**config.mk**
```make
export PLATFORM = sky130hd
export DESIGN_NAME = midi_uart_rx
export DESIGN_NICKNAME = d
export VERILOG_FILES = /design/src/rtl/midi_pkg.sv /design/src/rtl/midi_baud_tick.sv /design/src/rtl/midi_uart_rx.sv
export SDC_FILE = /design/constraint.sdc
export NUM_CORES = 1
export LEC_CHECK = 0
export BUFFER_PORTS_ARGS = -buffer_cell sky130_fd_sc_hd__buf_4
export CAP_MARGIN = 20
export CELL_PAD_IN_SITES_DETAIL_PLACEMENT = 0
export CELL_PAD_IN_SITES_GLOBAL_PLACEMENT = 1
export CORE_ASPECT_RATIO = 0.7
export CORE_UTILIZATION = 42
export CTS_BUF_LIST = sky130_fd_sc_hd__clkbuf_16
export CTS_CLUSTER_SIZE = 25
export DETAILED_ROUTE_END_ITERATION = 16
export PLACE_DENSITY_LB_ADDON = 0.08
export SLEW_MARGIN = 20
export SYNTH_ARGS = -nofsm -noshare
export SYNTH_HDL_FRONTEND = slang
export SYNTH_SLANG_ARGS = --single-unit
export TNS_END_PERCENT = 50
```
**constraint.sdc**
```tcl
create_clock -name clk -period 1.9 [get_ports clk]
set_input_delay 0.38 -clock clk [delete_from_list [all_inputs] [get_ports clk]]
set_output_delay 0.38 -clock clk [all_outputs]
set_load 0.01 [all_outputs]
```
**src/rtl/midi_pkg.sv**
```systemverilog
// Shared MIDI definitions: line rate, oversampling factor and receiver states.
package midi_pkg;

    localparam int MIDI_BAUD  = 31250;
    localparam int OVERSAMPLE = 16;

    typedef enum logic [2:0] {
        ST_IDLE  = 3'd0,
        ST_START = 3'd1,
        ST_DATA  = 3'd2,
        ST_STOP  = 3'd3,
        ST_BREAK = 3'd4
    } rx_state_e;

endpackage

```
**src/rtl/midi_baud_tick.sv**
```systemverilog
// Oversample tick generator: one-cycle pulse every TICK_DIV clocks.
// Holding clear pins the counter at 0 so the tick phase can be aligned to an
// external event (start-bit detection on the receive side).
module midi_baud_tick
    import midi_pkg::*;
#(
    parameter int TICK_DIV = 16
) (
    input  logic clk,
    input  logic reset,
    input  logic clear,
    output logic tick
);

    localparam int CNT_W = (TICK_DIV > 1) ? $clog2(TICK_DIV) : 1;
    localparam logic [CNT_W-1:0] CNT_LAST = CNT_W'(TICK_DIV - 1);

    logic [CNT_W-1:0] cnt_q;
    logic [CNT_W-1:0] cnt_d;

    // Next count: wrap at TICK_DIV-1, held at zero while cleared.
    always_comb begin
        cnt_d = cnt_q;
        tick  = 1'b0;
        if (clear) begin
            cnt_d = '0;
        end else if (cnt_q == CNT_LAST) begin
            cnt_d = '0;
            tick  = 1'b1;
        end else begin
            cnt_d = cnt_q + 1'b1;
        end
    end

    // Counter register with synchronous active-low reset.
    always_ff @(posedge clk) begin
        if (!reset) begin
            cnt_q <= '0;
        end else begin
            cnt_q <= cnt_d;
        end
    end

endmodule

```
**src/rtl/midi_uart_rx.sv**
```systemverilog
// MIDI IN receiver (31250 baud, 8N1, idle high) with a single-entry holding
// register and valid/ready handshake toward the message parser.
//
// state    | meaning
// ---------+-----------------------------------------------------------
// ST_IDLE  | line idle, tick generator held, waiting for rxs low
// ST_START | timing to the start-bit mid point, glitch rejection there
// ST_DATA  | sampling 8 data bits at bit centres, LSB first
// ST_STOP  | sampling the stop bit; good byte or framing error
// ST_BREAK | stop bit was low; wait for the line to return high
module midi_uart_rx #(
    parameter int TICK_DIV   = 16,
    parameter int OVERSAMPLE = 16
) (
    input  logic       clk,
    input  logic       reset,
    input  logic       rxd,
    output logic [7:0] rx_data,
    output logic       rx_valid,
    input  logic       rx_ready,
    output logic       frame_err,
    output logic       overrun,
    output logic       busy
);
    import midi_pkg::*;

    localparam int SCNT_W = $clog2(OVERSAMPLE);
    localparam logic [SCNT_W-1:0] HALF_LAST = SCNT_W'(OVERSAMPLE / 2 - 1);
    localparam logic [SCNT_W-1:0] FULL_LAST = SCNT_W'(OVERSAMPLE - 1);

    rx_state_e         state_q, state_d;
    logic [SCNT_W-1:0] scnt_q, scnt_d;
    logic [2:0]        bcnt_q, bcnt_d;
    logic [7:0]        shift_q, shift_d;
    logic              meta_q, meta_d;
    logic              rxs_q, rxs_d;
    logic [7:0]        rx_data_q, rx_data_d;
    logic              rx_valid_q, rx_valid_d;
    logic              frame_err_q, frame_err_d;
    logic              overrun_q, overrun_d;

    logic tick;
    logic tick_clear;
    logic byte_done;
    logic stop_bad;
    logic accept;

    assign tick_clear = (state_q == ST_IDLE);

    midi_baud_tick #(
        .TICK_DIV (TICK_DIV)
    ) u_tick (
        .clk   (clk),
        .reset (reset),
        .clear (tick_clear),
        .tick  (tick)
    );

    // Two-flop synchronizer on the raw MIDI IN pin.
    always_comb begin
        meta_d = rxd;
        rxs_d  = meta_q;
    end

    // Receive FSM: bit-centre sampling driven by the oversample tick.
    always_comb begin
        state_d   = state_q;
        scnt_d    = scnt_q;
        bcnt_d    = bcnt_q;
        shift_d   = shift_q;
        byte_done = 1'b0;
        stop_bad  = 1'b0;
        case (state_q)
            ST_IDLE: begin
                scnt_d = '0;
                bcnt_d = '0;
                if (!rxs_q) begin
                    state_d = ST_START;
                end
            end
            ST_START: begin
                if (tick) begin
                    if (scnt_q == HALF_LAST) begin
                        scnt_d  = '0;
                        state_d = rxs_q ? ST_IDLE : ST_DATA;
                    end else begin
                        scnt_d = scnt_q + 1'b1;
                    end
                end
            end
            ST_DATA: begin
                if (tick) begin
                    if (scnt_q == FULL_LAST) begin
                        scnt_d  = '0;
                        shift_d = {rxs_q, shift_q[7:1]};
                        if (bcnt_q == 3'd7) begin
                            bcnt_d  = '0;
                            state_d = ST_STOP;
                        end else begin
                            bcnt_d = bcnt_q + 1'b1;
                        end
                    end else begin
                        scnt_d = scnt_q + 1'b1;
                    end
                end
            end
            ST_STOP: begin
                if (tick) begin
                    if (scnt_q == FULL_LAST) begin
                        scnt_d = '0;
                        if (rxs_q) begin
                            byte_done = 1'b1;
                            state_d   = ST_IDLE;
                        end else begin
                            stop_bad = 1'b1;
                            state_d  = ST_BREAK;
                        end
                    end else begin
                        scnt_d = scnt_q + 1'b1;
                    end
                end
            end
            ST_BREAK: begin
                if (rxs_q) begin
                    state_d = ST_IDLE;
                end
            end
            default: begin
                state_d = ST_IDLE;
            end
        endcase
    end

    // Holding register and flags; a byte accepted this cycle frees the slot
    // for a byte completing in the same cycle.
    always_comb begin
        accept      = rx_valid_q & rx_ready;
        rx_data_d   = rx_data_q;
        rx_valid_d  = rx_valid_q;
        frame_err_d = stop_bad;
        overrun_d   = 1'b0;
        if (accept) begin
            rx_valid_d = 1'b0;
        end
        if (byte_done) begin
            if (!rx_valid_q || accept) begin
                rx_data_d  = shift_q;
                rx_valid_d = 1'b1;
            end else begin
                overrun_d = 1'b1;
            end
        end
    end

    // All state registers, synchronous active-low reset; synchronizer resets to idle-high.
    always_ff @(posedge clk) begin
        if (!reset) begin
            state_q     <= ST_IDLE;
            scnt_q      <= '0;
            bcnt_q      <= '0;
            shift_q     <= '0;
            meta_q      <= 1'b1;
            rxs_q       <= 1'b1;
            rx_data_q   <= '0;
            rx_valid_q  <= 1'b0;
            frame_err_q <= 1'b0;
            overrun_q   <= 1'b0;
        end else begin
            state_q     <= state_d;
            scnt_q      <= scnt_d;
            bcnt_q      <= bcnt_d;
            shift_q     <= shift_d;
            meta_q      <= meta_d;
            rxs_q       <= rxs_d;
            rx_data_q   <= rx_data_d;
            rx_valid_q  <= rx_valid_d;
            frame_err_q <= frame_err_d;
            overrun_q   <= overrun_d;
        end
    end

    assign rx_data   = rx_data_q;
    assign rx_valid  = rx_valid_q;
    assign frame_err = frame_err_q;
    assign overrun   = overrun_q;
    assign busy      = (state_q != ST_IDLE);

endmodule

```
# Word-level counts from Yosys, hierarchy flattened
# Index checks and enable logic that the tools add are counted.
# classes
addsub	3
eq_ne	18
mux	32
bitwise	2
reduce_logical	15
# op_table
op	n
$mux 3	13
$ne 2x2->1 const B	9
$mux 4	4
$pmux 3 s5	1
$pmux 4 s3	1
$mux 1	11
$reduce_and 3->1	3
$reduce_and 9->1	1
$add 4x1->4 const B	2
$eq 4x4->1 const B	2
$eq 3x2->1 const B	2
$eq 3x3->1 const B	2
$pmux 3 s2	1
$reduce_bool 3->1	2
$eq 4x3->1 const B	1
$reduce_and 2->1	2
$reduce_and 4->1	1
$add 3x1->3 const B	1
$eq 3x1->1 const B	1
$logic_not 3->1	1
$reduce_or 3->1	1
$mux 2	1
$ne 2x1->1 const B	1
$reduce_bool 2->1	1
5 further kinds	5
# word_totals
regBits	35
input_bits	4
elab_cells	81

# Logic depth before layout (Yosys ltp)
# logic_depth
depth_word	6
depth_mapped	7
mapped_depth_nobuf	5

# Hierarchy
# A second synthesis with hierarchy kept.
# hier_totals
cells_unflattened	178
area_unflattened_um2	1546.5
# by_module_without_submodules
module	instances	cells_each	area_per_inst_um2
midi_uart_rx	1	162	1385.1
midi_baud_tick	1	16	161.4

# Least setup slack after synthesis
# Ideal clock, no wire load.
# synth_timing
path_type	reg2reg
start	reg scnt_q[0]
end	reg shift_q[0]
t_arrival_ns	1.513
required_time_ns	1.771
slack_ns	0.258
path_stages_with_launch	7
path_buffers	2
cell_sequence	dfxtp_1 > ha_1 > and3_1 > and4_1 > clkbuf_1 > clkbuf_1 > o21ai_0
# synth_between
elab_chain_cells	2
# synth_lines
element	line_no	text
start, declared	midi_uart_rx.sv:32	logic [SCNT_W-1:0] scnt_q, scnt_d;
start signal, assigned	midi_uart_rx.sv:170	scnt_q <= scnt_d;
$eq 4x4->1	midi_uart_rx.sv:93	if (scnt_q == FULL_LAST) begin
$reduce_and 3->1 (no line)	n/a	
end signal, assigned	midi_uart_rx.sv:172	shift_q <= shift_d;
end, declared	midi_uart_rx.sv:34	logic [7:0] shift_q, shift_d;
# Every way passes these cells.
# A chain may end at the register's enable or synchronous reset.

# Worst setup path in the final report
# layout_timing
start	reg u_tick.cnt_q[0]
end	reg scnt_q[3]
# layout_between
elab_chain_cells	5
word_cells_on_any_way	6
cone_classes	3 x eq/ne; 2 x mux; 1 x reduce/logical
# layout_lines
element	line_no	text
start, declared	midi_baud_tick.sv:18	logic [CNT_W-1:0] cnt_q;
start signal, assigned	midi_baud_tick.sv:40	cnt_q <= cnt_d;
$eq 4x4->1 (*)	midi_baud_tick.sv:27	end else if (cnt_q == CNT_LAST) begin
$mux 1 (*)	midi_baud_tick.sv:27	
$mux 1 (*)	midi_baud_tick.sv:25	if (clear) begin
$ne 2x1->1 (no line) / $ne 2x2->1 (equally long branches)	n/a	
$reduce_and 3->1 (no line) (*)	n/a	
# Every way passes the cells marked *; elsewhere a longest branch is shown, timed or not.

==> impl_metrics.yaml <==
critical_path:
  r2r-start: "u_tick.cnt_q[0]$_SDFF_PP0_"
  crit_required_ns: 2.11
  worstSetupPathType: "reg2reg"
  timing.rr.end: "scnt_q[3]$_SDFFE_PN0P_"
  crit_path_end: "scnt_q[3]$_SDFFE_PN0P_"
  crit_start: "u_tick.cnt_q[0]$_SDFF_PP0_"
  critPathCaptureType: "register"
  r2r_slack_ns: 0.19
  rr_worst_depth: 5
  start_kind: "register"
  crit_fanout: 8
  cp.arrival_ns: 1.92
pwr:
  peakVddDrop_v: 0.000495
  power_leakage_nw: 0.653
  powerDensity_mw_per_mm2: 959
  power_mw: 1.71
grt:
  grt.total_usage: 0.186
  grt_max_degree: 24
  grt_pass1_vias: 1052
  grt_pass1_wl_mm: 5.03
  overflow: 0
  antenna_found_initial: 0
yosys:
  ys.warnings.count: 0
  synth.net_count: 178
  synth_edf_count: 0
  synth_cell_types: 35
  syn_avg_cell_area_um2: 8.57
  netlist_area_mm2: 0.00146
  ys.flop_type: "dfxtp_1"
  ys_seq_area_frac: 0.481
  synth-async-reset-ratio: 0
  synth-seq-cells: 35
  synthCells: 170
final_layout:
  area_delta_synth_final_pct: 22.1
  layout-drive-gt1-share: 0.176
  num_antenna_cells: 0
  nets: 194
  design_area_mm2: 0.00178
sta:
  period_minus_slack_ns: 1.71
  hold_violations: 0
  rsz0062_at_grt: "no"
  fin_crit_sh: 0.900
  final.setup_skew_ns: 0.00329
  setup_tns_ns: 0
  setup_ws_ns: 0.190
  setup_violations: 0
  maxSlewViolCount: 0
  relSlewSlack: 0.771
  fmax_mhz: 585
  max_slew.worst_pin.slew_ns: 0.335
detailed_routing:
  drt_iter0_drc: 77
  drc: 0
  vias: 1259
  wl_per_cell_um: 13.5
  drt_pre_antenna_iters: 4
  drtAntennaViolNets: 0
  drt_wl_total_mm: 3.16
  viasPerCell: 5.38
clocking:
  htreeDepth: 2
  clkSinkCount: 35
  clk_pin_slew_worst_paths_ns: 0.05
  worstSkewPairLatency_ns: 0.28
  cts-root-buf: "clkbuf_16"
  cts_setup_buffers: 0
  cts_buffers: 5
  cts_max_path_buffers: 2
  cts_repair_resize_count: 0
  postCtsHoldBufs: 0
  cts_tree: "built"
place:
  post-place-ws_ns: 0.190
  gp_congestion: 0.736
  hpwl_mm: 2.21
  placed_area_mm2: 0.00161
  port_buffers: 15
run_status:
  outcome: "completed"
floorplan:
  ios: 16
  die-width_um: 72.4
  initial_core_util: 0.451
  coreArea_mm2: 0.00323
  die-area_mm2: 0.00371
  num_rows: 17
  dieHeight_um: 51.3
run:
  cap_violations: 0
min_path:
  min_from: "rxd"
  hp-class: "in2reg"
cells in the mapped netlist, drive strengths merged, types with 2 or more instances:
cell type / n / share of area
ha: 4 / 0.034
dfxtp: 35 / 0.48
a31oi: 2 / 0.0086
clkbuf: 8 / 0.021
or3: 2 / 0.013
nand2b: 4 / 0.017
nand2: 17 / 0.044
nor2: 9 / 0.023
xor2: 2 / 0.012
o21ai: 19 / 0.065
a21oi: 15 / 0.052
and3: 3 / 0.014
nand4: 4 / 0.017
nand3: 23 / 0.079
and2: 2 / 0.0086
or4: 2 / 0.010
and4: 2 / 0.012
nor3: 2 / 0.0069
metal layers:
layer  routed length, um  part of all wire  GRT usage
met1                1780              0.56      0.273
met2                1200              0.38      0.241
met3                 145             0.046     0.0710
met5                   0                 0          0
met4                  40             0.013     0.0686
final cells by class:
class / count / area (um2)
fill: 301 / 1450
timing repair buffer: 18 / 135
inverter: 2 / 7.51
clock buffer: 5 / 125
multi-input combinational: 124 / 713
tap: 47 / 58.8
sequential: 35 / 701
clock inverter: 3 / 38.8
per-stage QoR:
step / utilization / hold WS [ns] / std cells
after floorplan: - / 0.386 / 170
after global routing: 0.550 / 0.290 / 234
after CTS: 0.550 / 0.283 / 234
after detailed placement: 0.499 / 0.413 / 226
after global placement: 0.499 / 0.404 / 226
final: 0.550 / 0.281 / 234
cell usage in the layout, fill, tap and decap left out:
cell type / Yosys / layout
a2111oi_0: 1 / 1
a211oi_1: 1 / 1
a21oi_1: 15 / 15
a311o_1: 1 / 1
a31oi_1: 2 / 2
a32o_1: 1 / 1
and2_1: 2 / 2
and2b_2: 1 / 1
and3_1: 2 / 2
and3_2: 1 / 1
and4_1: 2 / 2
buf_4: 0 / 18
bufinv_16: 0 / 1
clkbuf_16: 0 / 5
clkinv_1: 1 / 2
clkinv_2: 0 / 1
dfxtp_1: 35 / 35
ha_1: 4 / 3
ha_2: 0 / 1
inv_1: 1 / 1
nand2_1: 17 / 17
nand2b_1: 4 / 4
nand3_1: 23 / 23
nand4_1: 4 / 4
nor2_1: 9 / 9
nor3_1: 2 / 2
o21a_2: 1 / 1
o21ai_0: 19 / 19
o22ai_1: 1 / 1
o2bb2a_1: 1 / 1
or2_2: 1 / 1
or3_2: 1 / 1
or3_4: 1 / 1
or3b_2: 1 / 1
or4_1: 2 / 2
or4b_1: 1 / 1
xnor2_1: 1 / 1
xor2_1: 2 / 2
registers in the layout (all words and copies together), names as in the netlist:
register / flops
rx_data: 8
shift_q: 8
scnt_q: 4
u_tick.cnt_q: 4
bcnt_q: 3
state_q: 3
frame_err: 1
meta_q: 1
overrun: 1
rx_valid: 1
rxs_q: 1
worst max-delay path, cell delays in order (launching register included):
cell and delay [ns]:
dfxtp_1 0.35, ha_1 0.21, nand3_1 0.16, o21a_2 0.27
or4_1 0.50, a21oi_1 0.14
logic make-up (layout without fill, tap and decap cells):
kind of cell,Yosys count,after routing,synth area share
simple gates,74,74,0.268
compound gates,43,43,0.167
flops,35,35,0.481
buf+inv,11,28,0.0318
fa+ha+maj,4,4,0.0343
xor+xnor,3,3,0.0180
worst min path at each step:
stage,endpoint,slack [ns],depth (start not counted)
3_5_place_dp,rxs_q$_SDFF_PN1_,0.41,1
4_1_cts,meta_q$_SDFF_PN1_,0.28,2
5_1_grt,meta_q$_SDFF_PN1_,0.29,2
6_report,meta_q$_SDFF_PN1_,0.28,2
2_1_floorplan,rxs_q$_SDFF_PN1_,0.39,1
3_3_place_gp,rxs_q$_SDFF_PN1_,0.40,1
power breakdown:
group / internal, mW / switching (mW)
logic: 0.0191 / 0.0314
registers: 0.739 / 0.00593
clock network: 0.611 / 0.300
total: 1.37 / 0.337
Power figures use the tool's default switching activity.
